**config.mk**
```make
export PLATFORM = sky130hd
export DESIGN_NAME = mod_fetch_unit
export DESIGN_NICKNAME = d
export VERILOG_FILES = /design/src/rtl/mod_fetch_unit_pkg.sv /design/src/rtl/mod_fetch_unit_next_pc.sv /design/src/rtl/mod_fetch_unit.sv
export SDC_FILE = /design/constraint.sdc
export NUM_CORES = 1
export LEC_CHECK = 0
export CAP_MARGIN = 40
export CORE_UTILIZATION = 43
export DETAILED_ROUTE_END_ITERATION = 7
export GPL_ROUTABILITY_DRIVEN = 0
export PLACE_DENSITY = 0.85
export SYNTH_ARGS = -nofsm -noshare
export SYNTH_HDL_FRONTEND = slang
export SYNTH_SLANG_ARGS = --single-unit
```
**constraint.sdc**
```tcl
create_clock -name clk -period 3.8 [get_ports clk]
set_clock_uncertainty 0.1 [all_clocks]
set_input_delay 0.38 -clock clk [delete_from_list [all_inputs] [get_ports clk]]
set_output_delay 0.38 -clock clk [all_outputs]
set_load 0.01 [all_outputs]
```
**src/rtl/mod_fetch_unit_pkg.sv**
```systemverilog
// Shared types for the fetch stage: FSM state encodings and the branch-offset helper.
package mod_fetch_unit_pkg;

  typedef enum logic [1:0] {
    fetch_idle  = 2'b00,
    fetch_fetch = 2'b01,
    fetch_exec  = 2'b10
  } fetch_state_t;

  // Word offset of a conditional branch: sign-extended immediate scaled to bytes.
  function automatic logic [31:0] branch_offset(input logic [15:0] imm);
    return {{14{imm[15]}}, imm, 2'b00};
  endfunction

endpackage

```
**src/rtl/mod_fetch_unit_next_pc.sv**
```systemverilog
// Combinational next-PC select: jump over taken branch over sequential fall-through.
module mod_next_pc
  import mod_fetch_unit_pkg::*;
(
  input  logic [31:0] pc_plus4,
  input  logic [25:0] instr_index,
  input  logic        jump,
  input  logic        branch,
  input  logic        zero,
  output logic [31:0] next_pc
);

  always_comb begin
    next_pc = pc_plus4;
    if (jump) begin
      next_pc = {pc_plus4[31:28], instr_index, 2'b00};
    end else if (branch && zero) begin
      next_pc = pc_plus4 + branch_offset(instr_index[15:0]);
    end
  end

endmodule

```
**src/rtl/mod_fetch_unit.sv**
```systemverilog
// Instruction fetch stage: owns the PC, the instruction register and the imem handshake.
module mod_fetch_unit
  import mod_fetch_unit_pkg::*;
#(
  parameter logic [31:0] RESET_PC = 32'h0000_0000,
  parameter int          CNT_W    = 32
) (
  input  logic             clk,
  input  logic             rst_n,
  output logic             imem_req,
  output logic [31:0]      imem_addr,
  input  logic             imem_ack,
  input  logic [31:0]      imem_rdata,
  input  logic             stall,
  input  logic             jump,
  input  logic             branch,
  input  logic             zero,
  output logic [31:0]      instr,
  output logic [5:0]       opcode,
  output logic [5:0]       funct,
  output logic [31:0]      pc,
  output logic [31:0]      pc_plus4,
  output logic             instr_valid,
  output logic [CNT_W-1:0] retired
);

  fetch_state_t state_q, state_d;
  logic [31:0]  next_pc;
  logic         fetch_done;
  logic         exec_done;

  assign fetch_done = (state_q == fetch_fetch) && imem_ack;
  assign exec_done  = (state_q == fetch_exec) && !stall;

  assign pc_plus4  = pc + 32'd4;
  assign imem_addr = pc;
  assign opcode    = instr[31:26];
  assign funct     = instr[5:0];

  mod_next_pc u_next_pc (
    .pc_plus4    (pc_plus4),
    .instr_index (instr[25:0]),
    .jump        (jump),
    .branch      (branch),
    .zero        (zero),
    .next_pc     (next_pc)
  );

  always_ff @(posedge clk or negedge rst_n) begin
    if (!rst_n) begin
      state_q <= fetch_idle;
    end else begin
      state_q <= state_d;
    end
  end

  always_comb begin
    state_d = state_q;
    unique case (state_q)
      fetch_idle:  state_d = fetch_fetch;
      fetch_fetch: if (imem_ack) state_d = fetch_exec;
      fetch_exec:  if (!stall) state_d = fetch_fetch;
      default:     state_d = fetch_idle;
    endcase
  end

  always_comb begin
    imem_req = (state_q == fetch_fetch);
  end

  // The IR only loads on an acknowledged fetch, so stray acks in EXEC leave it alone.
  always_ff @(posedge clk or negedge rst_n) begin
    if (!rst_n) begin
      pc          <= RESET_PC;
      instr       <= 32'd0;
      instr_valid <= 1'b0;
      retired     <= '0;
    end else begin
      if (fetch_done) begin
        instr       <= imem_rdata;
        instr_valid <= 1'b1;
      end
      if (exec_done) begin
        pc          <= next_pc;
        instr_valid <= 1'b0;
        retired     <= retired + CNT_W'(1);
      end
    end
  end

endmodule

```
# After elaboration in Yosys (flattened, before gate mapping)
# Cells that the tools add are included.
# Widths: inputs -> output; s select.
# word_totals
regBits	99
in_bits	39
output_inout_bits	174
word_cells	26
# classes
addsub	3
n_eq_ne	4
mux	7
n_reduce_logical	7
# op_table
operator	count
$mux 32	2
$add 32x1->32 const B	1
$add 32x3->32 const B	1
$add 32x32->32	1
$pmux 2 s3	1
$mux 2	2
$logic_and 1x1->1	3
$eq 2x1->1 const B	1
$eq 2x2->1 const B	1
$logic_not 2->1	1
$mux 1	2
$ne 2x1->1 const B	1
$ne 2x2->1 const B	1
$reduce_and 2->1	1
$reduce_bool 2->1	1
$logic_not 1->1	1

# Logic depth before layout (Yosys ltp)
# Gate-level depths: netlist (run 1).
# depth
ltp_word	4
ltp_mapped	16
ltp_nobuf	16

# By module
# A second synthesis (run 1) with hierarchy kept.
# unflattened
cells_unflattened	736
hier_area_um2	7020.5
# by_module_without_submodules
mod	n_inst	cells_per_inst	area_per_inst_um2	seq_area_each_um2
mod_fetch_unit	1	412	4880.9	2477.4
mod_next_pc	1	324	2139.6	0.0

# Least setup slack after synthesis (run 1)
# OpenSTA, ideal clock, no wires.
# synth_timing
path_kind	register -> register
start	reg pc[2], in the netlist imem_addr[2]
end	reg pc[25], in the netlist imem_addr[25]
setup_ns	0.135
arrival_time_ns	3.618
required_ns	3.565
setup_slack_ns	-0.053
stages_incl_launch_ff	17
path_buffers	1
synth_period_minus_slack_ns	3.853
cell_sequence	dfrtp_1 > ha_1 > inv_1 > nor3_1 > nand3_1 > xnor2_1 > ha_1 > buf_4 > a21o_1 > a311o_1 > a2bb2oi_1 > a21oi_2 > o21ai_0 > o21ai_0 > xor2_1 > a221oi_1 > o22ai_1
# synth_via
elab_chain_cells	4
# synth_lines
item	line_no	source
start: declaration	mod_fetch_unit.sv:21	output logic [31:0] pc,
start signal: assignment	mod_fetch_unit.sv:84	pc <= next_pc;
$add 32x3->32	mod_fetch_unit.sv:35	assign pc_plus4 = pc + 32'd4;
named net pc_plus4[16]	mod_fetch_unit.sv:22	output logic [31:0] pc_plus4,
$add 32x32->32	mod_fetch_unit_next_pc.sv:18	next_pc = pc_plus4 + branch_offset(instr_index[15:0]);
$mux 32	mod_fetch_unit_next_pc.sv:17	end else if (branch && zero) begin
$mux 32	mod_fetch_unit_next_pc.sv:15	if (jump) begin
# The timed path passes the listed nets, and every way through them passes these cells.
# A chain may end at the register's enable or synchronous reset.

# Final worst setup path (run 1)
# layout_timing
start	reg pc[9], in the netlist imem_addr[9]
end	reg pc[29], in the netlist imem_addr[29]
# layout_via
elab_chain_cells	4
# layout_lines
item	line_no
$add 32x3->32 (*)	mod_fetch_unit.sv:35
$add 32x32->32	mod_fetch_unit_next_pc.sv:18
$mux 32	mod_fetch_unit_next_pc.sv:17
$mux 32 (*)	mod_fetch_unit_next_pc.sv:15
# Every way passes the cells marked *; elsewhere a longest branch is shown, timed or not.

==> results.py, run 1 <==
metrics = {
    "setup_path": {
        "worstSetupPathType": "reg -> reg",
        "r2r-end": "imem_addr[29]$_DFFE_PN0P_",
        "reg2reg_from": "imem_addr[9]$_DFFE_PN0P_",
        "critPathBufInv": 2,
        "cp_top_family": "simple AND/OR/NAND/NOR gates",
        "endpoint_kind": "flop",
        "arrival_ns": 3.95,
        "startpoint_type": "flop",
        "crit_chain": "nand4_1 -> nor3_4 -> buf_6 -> nand2_4 -> xnor2_2 -> ha_1 -> nand4_1 -> or4_4 -> a2bb2oi_4 -> a21oi_2 -> buf_4 -> o211ai_4 -> a311oi_2 -> xor2_1 -> mux2i_1 -> o21ai_1",
        "timing.critical_path.mode_cell": "nand4_1",
        "critPathLaunch": "imem_addr[9]$_DFFE_PN0P_",
        "required_ns": 3.98,
        "ff2ff_setup_slack_ns": 0.03,
        "slowest_stage": "or4_4",
        "crit_path_max_incr_delay_ns": 0.54,
        "reg2regPathDepth": 16,
        "critPathMaxFanout": 4,
    },
    "finish": {
        "design_area_sq_mm": 0.00951,
        "antenna_cells": 0,
        "drive_above_1_share_pct": 14.7,
        "final_util_pct": 62.3,
        "layout.nets": 1011,
        "area_delta_synth_final_pct": 40.9,
    },
    "global_route": {
        "groute.usage.overall_pct": 24.3,
        "overflow": 0,
        "grt_max_degree": 36,
        "grt_pass1_vias": 6065,
        "use_met2_pct": 41.6,
        "grt_pass1_wl_um": 31100,
        "antenna_found_initial": 0,
        "grt.busiest_layer": "met2",
        "grt_util_met1_pct": 30.8,
        "met3_usage_pct": 3.60,
    },
    "synth": {
        "ys_seq_area_share_pct": 36.0,
        "synth_ff_type": "dfrtp_1",
        "synth_top_area_cell": "dfrtp_1",
        "ys_ff_latch": 97,
        "synth.distinct_cells": 68,
        "yosysMostFrequentCell": "dfrtp_1",
        "synthArstFlopShare_pct": 100,
        "synth_common_cells": "97 x dfrtp_1, 79 x nand2_1, 54 x xnor2_1, 53 x buf_4, 51 x nor2_1",
        "synth_edf_count": 0,
        "syn_inst": 733,
        "synth_warnings": 0,
        "synth_top_cells_by_area": "dfrtp_1 36%, xnor2_1 7.0%, ha_1 6.9%",
        "syn_area_sq_mm": 0.00675,
        "yosys.area.top_type_share_pct": 36.0,
        "syn_area_per_cell_sq_um": 9.21,
    },
    "timing": {
        "tightest_slew_ns": 0.813,
        "setup_viol": 0,
        "slew_viol_final": 0,
        "rsz0062_at_grt": "true",
        "fin_crit_sh_pct": 99.2,
        "fmax_mhz": 265,
        "fin_crit_ns": 3.77,
        "hold_viol": 0,
        "max-slew-margin-rel_pct": 45.7,
    },
    "route": {
        "drtIter0Drc": 430,
        "first_pass_iters": 5,
        "via_per_inst": 5.50,
        "num_vias": 6323,
        "wl_per_cell_um": 17.5,
        "drc": 0,
        "wl_um": 20100,
        "antenna_left": 0,
    },
    "placed_design": {
        "placed_area_sq_mm": 0.00897,
        "hpwl_um": 14400,
        "io_buffers": 206,
    },
    "run_status": {
        "status": "finished clean",
    },
    "clock_tree": {
        "tritoncts": "yes",
        "cts.sinks": 97,
        "clk_pin_slew_worst_paths_ns": 0.07,
        "root_buffer": "clkbuf_16",
        "htreeDepth": 3,
        "cts-buffers-inserted": 9,
        "clk_latency_ns": 0.35,
        "clk_path_buf_depth": 2,
    },
    "flow_run": {
        "drv_cap": 0,
    },
    "floorplanning": {
        "die_y_um": 127,
        "core.rowCount": 45,
        "ios": 213,
        "fp.coreArea_sq_mm": 0.0153,
        "initial_core_util_pct": 44.2,
        "die_area_sq_mm": 0.0162,
        "die_w_um": 127,
    },
    "hold_path": {
        "hp-class": "reg -> reg",
        "hold_depth": 2,
        "hold_end": "instr_valid$_DFFE_PN0P_",
        "hold_start": "instr_valid$_DFFE_PN0P_",
    },
    "pwr": {
        "ir_worst_vdd_mv": 0.499,
        "p_leak_uw": 0.00416,
        "powerDensity_mw_per_mm2": 944,
    },
}
worst register-to-register path: stages (launching register included):
cell	delay, ns
dfrtp_1	0.36
nand4_1	0.21
nor3_4	0.36
buf_6	0.16
nand2_4	0.05
xnor2_2	0.14
ha_1	0.32
nand4_1	0.18
or4_4	0.55
a2bb2oi_4	0.16
a21oi_2	0.14
buf_4	0.14
o211ai_4	0.09
a311oi_2	0.33
xor2_1	0.20
mux2i_1	0.10
o21ai_1	0.14
cells in the final DEF, fill, tap and decap left out, drive strengths merged, types with 20 or more instances in the layout:
master	count
nand3	28
dfrtp	97
a21o	22
ha	37
mux2	34
nor2	52
xnor2	54
buf	51
a21oi	36
and3	20
clkdlybuf4s50	205
o21ai	43
nand2	79
xor2	26
sequential cells by signal, indices dropped and copies added, names as in the netlist:
name and flops:
retired 32, instr 32, imem_addr 30, instr_valid 1, state_q 2
kinds of logic after synthesis:
family          synth area share (%)
buf+inv                         7.77
mux                             6.27
xor+xnor                        10.5
other cells                   0.0556
flops                           36.0
simple gates                    17.1
compound gates                  15.2
fa+ha+maj                       7.15
report_power, final:
group,total [uW],switching (uW),internal (uW)
Combinational,6130,2990,3140
Sequential,1860,471,1390
Clock,991,421,570
Total,8980,3880,5100
stage by stage:
step           power [uW]  setup TNS (ns)  std cells  hold WS, ns  worst slack (ns)
5_1_grt              9560          -0.911       1150        0.404            -0.172
3_5_place_dp         7570         -0.0549       1127        0.232           -0.0293
3_3_place_gp         7450               0       1127        0.235            0.0689
6_report             8980               0       1150        0.376            0.0298
4_1_cts              8640               0       1144        0.380            0.0118
2_1_floorplan        5350               0        738      -0.0156            0.0671
what timing repair did:
action,4_1_cts,5_1_grt
hold endpoints to repair,29,0
hold buffers,1,0
pin swaps,0,20
resized for setup,1,29
buffers inserted,0,6
setup endpoints to repair,3,12
cell type report:
class / instances / area (sq um)
Clock inverter: 4 / 55.1
Sequential cell: 97 / 2430
Inverter: 12 / 45.0
Timing Repair Buffer: 257 / 2450
Tap cell: 211 / 264
Multi-Input combinational cell: 557 / 4000
Clock buffer: 12 / 267
Fill cell: 1226 / 5750
layer usage:
layer	share of wire, %	up-vias
met5	0	-
met4	2.8	0
met3	6.6	50
met2	49	267
met1	41	3046
li1	-	2960
worst max path at each step:
| stage | end | cells past startpoint |
|---|---|---|
| after detailed placement | imem_addr[25]$_DFFE_PN0P_ | 15 |
| after global routing | imem_addr[22]$_DFFE_PN0P_ | 15 |
| final | imem_addr[29]$_DFFE_PN0P_ | 16 |
| after global placement | imem_addr[29]$_DFFE_PN0P_ | 16 |
| after CTS | imem_addr[25]$_DFFE_PN0P_ | 15 |
| after floorplan | imem_addr[24]$_DFFE_PN0P_ | 15 |
(Power assumes the default switching activity.)
==> run 2: changes to the inputs <==
--- a/config.mk
+++ b/config.mk
@@ -6,10 +6,12 @@
 export NUM_CORES = 1
 export LEC_CHECK = 0
 export CAP_MARGIN = 40
-export CORE_UTILIZATION = 43
+export CORE_UTILIZATION = 44
 export DETAILED_ROUTE_END_ITERATION = 7
 export GPL_ROUTABILITY_DRIVEN = 0
-export PLACE_DENSITY = 0.85
+export PLACE_DENSITY = 0.86
+export SLEW_MARGIN = 20
 export SYNTH_ARGS = -nofsm -noshare
 export SYNTH_HDL_FRONTEND = slang
+export SYNTH_HIERARCHICAL = 1
 export SYNTH_SLANG_ARGS = --single-unit
==> run 2 against run 1 <==
  * The run now ends with setup timing left
  * Wire length is 3.9% higher
  * Clock power is 4.5% lower
  * Setup slack got worse by 0.12 ns
  * Largest power group unchanged
==> results.py, run 2 <==
metrics = {
    "run_status": {
        "status": "complete, but fails checks",
        "violations": "setup timing",
    },
    "global_route": {
        "grt_pass1_vias": 6393,
        "grt_pass1_wl_um": 33000,
        "grt_max_degree": 56,
        "antenna_found_initial": 0,
        "overflow": 0,
        "groute.usage.overall_pct": 25.4,
    },
    "pwr": {
        "p_leak_uw": 0.00443,
        "p_sw_uw": 4030,
        "p_total_uw": 9460,
        "powerDensity_mw_per_mm2": 927,
        "p_int_uw": 5430,
        "ir_worst_vdd_mv": 0.479,
        "swShare_pct": 42.6,
        "p_seq_share_pct": 19.4,
        "p_clk_share_pct": 10.0,
        "combPwrFrac_pct": 70.6,
    },
    "setup_path": {
        "endpoint_kind": "flop",
        "required_ns": 3.95,
        "slowest_stage": "dfrtp_1",
        "arrival_ns": 4.04,
        "crit_chain": "ha_2 -> and4_4 -> and3_4 -> buf_4 -> nand3_1 -> xnor2_1 -> ha_1 -> and3_1 -> and4_1 -> nand2_1 -> nor4_4 -> o31ai_2 -> buf_4 -> and3_1 -> a211oi_1 -> nand3_1 -> mux2_2",
        "startpoint_type": "flop",
        "ff2ff_setup_slack_ns": -0.09,
        "crit_path_max_incr_delay_ns": 0.38,
        "worstSetupPathType": "reg -> reg",
        "critPathMaxFanout": 4,
    },
    "route": {
        "via_per_inst": 5.58,
        "wl_um": 20900,
        "drc": 0,
        "antenna_left": 0,
        "drtIter0Drc": 434,
        "num_vias": 6707,
        "wl_per_cell_um": 17.4,
        "first_pass_iters": 5,
    },
    "synth": {
        "syn_area_per_cell_sq_um": 9.54,
        "synth-adder-area-share_pct": 5.81,
        "synth_top_cells_by_area": "dfrtp_1 35%, mux2_2 10%, xnor2_1 5.7%",
        "yosys.area.top_type_share_pct": 35.3,
        "synth_edf_count": 0,
        "synth_top_family_by_area": "simple AND/OR/NAND/NOR gates",
        "synthArstFlopShare_pct": 100,
        "synth-compound-area-share_pct": 12.5,
        "synth.distinct_cells": 66,
        "synth_xor_area_share_pct": 9.98,
        "syn_area_sq_mm": 0.00702,
        "synth_common_cells": "99 x dfrtp_1, 65 x nand2_1, 64 x mux2_2, 46 x buf_4, 46 x xnor2_1",
        "ys_ff_latch": 99,
        "synth_top_area_cell": "dfrtp_1",
        "synth_warnings": 6,
        "synthMuxAreaShare_pct": 11.3,
        "synthSimpleGateAreaFrac_pct": 17.9,
        "yosysMostFrequentCell": "dfrtp_1",
        "ys_seq_area_share_pct": 35.3,
        "synth_ff_type": "dfrtp_1",
        "syn_inst": 736,
        "syn-num-nets": 807,
    },
    "timing": {
        "hold_slack_ns": 0.366,
        "hold_viol": 0,
        "fin_crit_sh_pct": 102,
        "fin_crit_ns": 3.89,
        "rsz0062_at_grt": "true",
        "setup_ws_ns": -0.0881,
        "slew_viol_final": 0,
        "tightest_slew_ns": 0.766,
        "fmax_mhz": 257,
        "setup_viol": 5,
        "fin_setup_tns_ns": -0.258,
        "max-slew-margin-rel_pct": 48.6,
    },
    "hold_path": {
        "hp-class": "reg -> reg",
    },
    "clock_tree": {
        "cts.sinks": 99,
        "root_buffer": "clkbuf_16",
        "cts-buffers-inserted": 9,
        "clk_pin_slew_worst_paths_ns": 0.08,
        "clk_latency_ns": 0.36,
        "clk_path_buf_depth": 2,
        "tritoncts": "yes",
        "htreeDepth": 3,
    },
    "finish": {
        "antenna_cells": 0,
        "layout.nets": 1058,
        "final_common_cell": "clkdlybuf4s50_1",
        "final_util_pct": 66.4,
        "design_area_sq_mm": 0.0102,
        "area_delta_synth_final_pct": 45.4,
        "drive_above_1_share_pct": 22.6,
        "final_cell_mix": "210 x clkdlybuf4s50_1, 98 x buf_4, 95 x dfrtp_1, 64 x nand2_1, 61 x mux2_2",
    },
    "floorplanning": {
        "die_y_um": 128,
        "core.rowCount": 45,
        "ios": 213,
        "die_area_sq_mm": 0.0165,
        "initial_core_util_pct": 45.7,
        "die_w_um": 128,
        "fp.coreArea_sq_mm": 0.0154,
    },
    "placed_design": {
        "placed_area_sq_mm": 0.00969,
        "io_buffers": 212,
        "hpwl_um": 15400,
    },
    "flow_run": {
        "drv_cap": 0,
    },
}
[run 2: cell count changes after synthesis, moves of 10 or more]
cell      previous run  this run
nor2_1              51        36
o211ai_1            11         0
nand2_1             79        65
mux2_2              34        64
o21ai_1              2        12
a21o_1              20        10
[run 2: final cells by class]
cell class / instances / area [sq um]
Fill cell: 1154 / 5170
Multi-Input combinational cell: 552 / 4210
Timing Repair Buffer: 312 / 2900
Sequential cell: 99 / 2480
Tap cell: 211 / 264
Clock buffer: 9 / 225
Clock inverter: 7 / 80.1
Inverter: 13 / 48.8
[run 2: repair_timing]
action                     4_1_cts  5_1_grt
gates resized for setup         11       11
setup endpoints to repair        5       16
hold buffers                     1        0
pin swaps                        7        4
setup buffers                    9        3
hold endpoints to repair        53        0
[run 2: cell families (layout without fill, tap and decap cells)]
group	Yosys count	in the layout
mux	71	71
fa+ha+maj	32	32
xor+xnor	80	80
simple gates	231	231
buf+inv	85	341
compound gates	138	138
flops	99	99
[run 2: metal layers]
metal	vias to the layer above	wire length [um]	track usage [%]	part of all wire, %
met3	28	1150	3.42	5.5
met4	0	361	9.20	1.7
met2	287	10600	43.9	51
met1	3277	8750	32.4	42
li1	3115	-	-	-
met5	-	0	0	0
[run 2: metrics by stage]
step                      setup WS [ns]  std cells
after detailed placement        -0.0842       1174
after global routing             -0.308       1203
after floorplan                  -0.110        736
after CTS                       -0.0369       1200
after global placement         -0.00657       1172
final                           -0.0881       1203
[run 2: path summary, 6_finish.rpt]
path / from / to / cells after the start
hold reg to reg: retired[31]$_DFFE_PN0P_ / retired[31]$_DFFE_PN0P_ / 1
min in group asynchronous: rst_n / instr[31]$_DFFE_PN0P_ / 2
setup reg to reg: imem_addr[2]$_DFFE_PN0P_ / imem_addr[31]$_DFFE_PN0P_ / 17
max in group asynchronous: rst_n / retired[22]$_DFFE_PN0P_ / 3
setup / recovery: imem_addr[2]$_DFFE_PN0P_ / imem_addr[31]$_DFFE_PN0P_ / 17
hold / removal: retired[31]$_DFFE_PN0P_ / retired[31]$_DFFE_PN0P_ / 1
[run 2: critical path, delay by kind of cell, from the launching register on]
family	cells	cell delay, ns
xor gates and xnor gates	1	0.19
and+or+nand+nor	9	1.72
adders and majority gates	2	0.53
DFF	1	0.38
buffers and inverters	2	0.28
AOI/OAI and AO/OA	2	0.32
muxes	1	0.27
[run 2: power by group through the flow]
| stage | clock network [uW] | logic [uW] | registers, uW |
|---|---|---|---|
| 6_report | 946 | 6680 | 1830 |
| 5_1_grt | 1000 | 7190 | 1890 |
| 4_1_cts | 958 | 6450 | 1830 |
| 3_5_place_dp | 0 | 6250 | 1850 |
| 3_3_place_gp | 0 | 6110 | 1820 |
| 2_1_floorplan | 0 | 3450 | 1990 |
==> run 3: changes to the inputs <==
--- a/config.mk
+++ b/config.mk
@@ -10,8 +10,10 @@
 export DETAILED_ROUTE_END_ITERATION = 7
 export GPL_ROUTABILITY_DRIVEN = 0
 export PLACE_DENSITY = 0.86
+export RECOVER_POWER = 25
 export SLEW_MARGIN = 20
 export SYNTH_ARGS = -nofsm -noshare
 export SYNTH_HDL_FRONTEND = slang
 export SYNTH_HIERARCHICAL = 1
 export SYNTH_SLANG_ARGS = --single-unit
+export TNS_END_PERCENT = 50
==> run 3 against run 2 <==
  * Register-to-register slack got worse by 0.02 ns
  * The run still ends with setup timing left
  * Highest routed layer unchanged
  * Clock power fell by 0.5%
  * Flip-flop and latch count did not move
  * Sequential share of layout area up 0.069 points
  * Wire length is 1.4% lower
  * Sequential power about the same
==> results.py, run 3 (synthesized netlist as in run 2, its figures left out) <==
metrics = {
    "placed_design": {
        "hpwl_um": 15400,
        "io_buffers": 212,
        "dpl.cell_count": 1174,
    },
    "clock_tree": {
        "tritoncts": "yes",
        "clk_path_buf_depth": 2,
        "root_buffer": "clkbuf_16",
        "htreeDepth": 3,
        "cts-buffers-inserted": 9,
        "clk_pin_slew_worst_paths_ns": 0.08,
        "cts.sinks": 99,
        "clk_latency_ns": 0.36,
    },
    "setup_path": {
        "startpoint_type": "flop",
        "r2r-end": "imem_addr[24]$_DFFE_PN0P_",
        "critPathCapture": "imem_addr[24]$_DFFE_PN0P_",
        "worstSetupPathType": "reg -> reg",
        "ff2ff_setup_slack_ns": -0.11,
        "required_ns": 3.95,
        "critPathLaunch": "imem_addr[2]$_DFFE_PN0P_",
        "reg2reg_from": "imem_addr[2]$_DFFE_PN0P_",
        "arrival_ns": 4.06,
        "critPathMaxFanout": 4,
        "reg2regPathDepth": 16,
        "endpoint_kind": "flop",
    },
    "pwr": {
        "powerDensity_mw_per_mm2": 923,
        "p_total_uw": 9390,
        "p_leak_uw": 0.00442,
        "ir_worst_vdd_mv": 0.477,
    },
    "timing": {
        "slew_viol_final": 0,
        "tightest_slew_ns": 1.32,
        "max-slew-margin-rel_pct": 11.8,
        "setup_viol": 5,
        "fin_crit_ns": 3.91,
        "hold_viol": 0,
        "setup_ws_ns": -0.111,
        "fin_crit_sh_pct": 103,
        "fmax_mhz": 256,
        "rsz0062_at_grt": "true",
    },
    "hold_path": {
        "hp-class": "reg -> reg",
        "hold_depth": 1,
    },
    "global_route": {
        "groute.usage.overall_pct": 25.4,
        "antenna_found_initial": 0,
        "grt_max_degree": 56,
        "overflow": 0,
        "grt_pass1_wl_um": 32900,
        "grt_pass1_vias": 6392,
    },
    "route": {
        "num_vias": 6612,
        "antenna_left": 0,
        "wl_per_cell_um": 17.1,
        "wl_um": 20600,
        "drc": 0,
        "drtIter0Drc": 418,
        "first_pass_iters": 5,
        "via_per_inst": 5.50,
    },
    "finish": {
        "layout.nets": 1057,
        "area_delta_synth_final_pct": 44.9,
        "drive_above_1_share_pct": 22.1,
        "layout.cells.non_filler": 1202,
        "antenna_cells": 0,
        "final_cell_mix": "209 x clkdlybuf4s50_1, 95 x dfrtp_1, 94 x buf_4, 65 x nand2_1, 62 x mux2_2",
        "final_common_cell": "clkdlybuf4s50_1",
    },
    "floorplanning": {
        "core.rowCount": 45,
        "ios": 213,
        "fp.coreArea_sq_mm": 0.0154,
        "die_area_sq_mm": 0.0165,
        "die_w_um": 128,
        "die_y_um": 128,
        "initial_core_util_pct": 45.7,
    },
    "flow_run": {
        "drv_cap": 0,
    },
    "run_status": {
        "status": "complete, but fails checks",
        "violations": "setup timing",
    },
}
## run 3: metrics by stage
| stage | setup WS, ns | TNS, ns | area, sq um | hold slack (ns) | utilization [%] |
|---|---|---|---|---|---|
| floorplan | -0.110 | -0.156 | 7090 | -0.0156 | - |
| global placement | -0.00657 | -0.00657 | 9650 | 0.358 | 62.8 |
| detailed placement | -0.0842 | -0.146 | 9690 | 0.356 | 63.1 |
| CTS | -0.0369 | -0.0618 | 10100 | 0.371 | 65.9 |
| global route | -0.383 | -2.85 | 10200 | 0.395 | 66.2 |
| finish | -0.111 | -0.289 | 10200 | 0.366 | 66.2 |
## run 3: area by class of cell
class	instances	area (sq um)
Inverter	13	48.8
Clock buffer	9	225
Multi-Input combinational cell	552	4200
Tap cell	211	264
Clock inverter	7	80.1
Sequential cell	99	2480
Fill cell	1152	5190
Timing Repair Buffer	311	2880
## run 3: worst min path at each step
| stage | from | endpoint | slack (ns) |
|---|---|---|---|
| 6_report | retired[31]$_DFFE_PN0P_ | retired[31]$_DFFE_PN0P_ | 0.37 |
| 5_1_grt | retired[31]$_DFFE_PN0P_ | retired[31]$_DFFE_PN0P_ | 0.39 |
| 4_1_cts | retired[31]$_DFFE_PN0P_ | retired[31]$_DFFE_PN0P_ | 0.37 |
| 3_5_place_dp | rst_n | instr[31]$_DFFE_PN0P_ | 0.36 |
| 3_3_place_gp | rst_n | instr[4]$_DFFE_PN0P_ | 0.36 |
| 2_1_floorplan | rst_n | imem_addr[0]$_DFFE_PN0P_ | -0.02 |
## run 3: worst max-delay path, cell delays in order, from the launching register on
cell and delay [ns]:
dfrtp_1 0.38, ha_2 0.21, and4_4 0.24, and3_4 0.20, nand4_1 0.16, xnor2_2 0.21
ha_4 0.28, nand4_1 0.12, or4b_4 0.52, o22ai_4 0.16, nor4b_2 0.08, a311oi_2 0.28
a211oi_2 0.12, xor2_1 0.15, o21ai_1 0.07, mux2_4 0.28, mux2_4 0.25
## run 3: repair_timing
action | CTS | global route
endpoints found under the hold margin | 53 | 0
gates cloned | 0 | 0
setup buffers | 8 | 3
hold buffers | 1 | 0
endpoints found under the setup margin | 5 | 16
gates resized for setup | 11 | 9
pin swaps | 6 | 5
## run 3: per-layer routing
metal | GRT usage (%) | routed length [um] | vias up
met3 | 3.38 | 1160 | 30
met5 | 0 | 0 | -
met4 | 9.20 | 404 | 0
met1 | 32.5 | 8550 | 3201
li1 | - | - | 3114
met2 | 43.8 | 10500 | 267
## run 3: power breakdown
part / total [uW] / leakage, uW / internal, uW / switching [uW]
clock: 941 / 0.000146 / 469 / 472
combinational: 6620 / 0.00303 / 3530 / 3090
sequential: 1830 / 0.00124 / 1410 / 420
total: 9390 / 0.00442 / 5410 / 3980
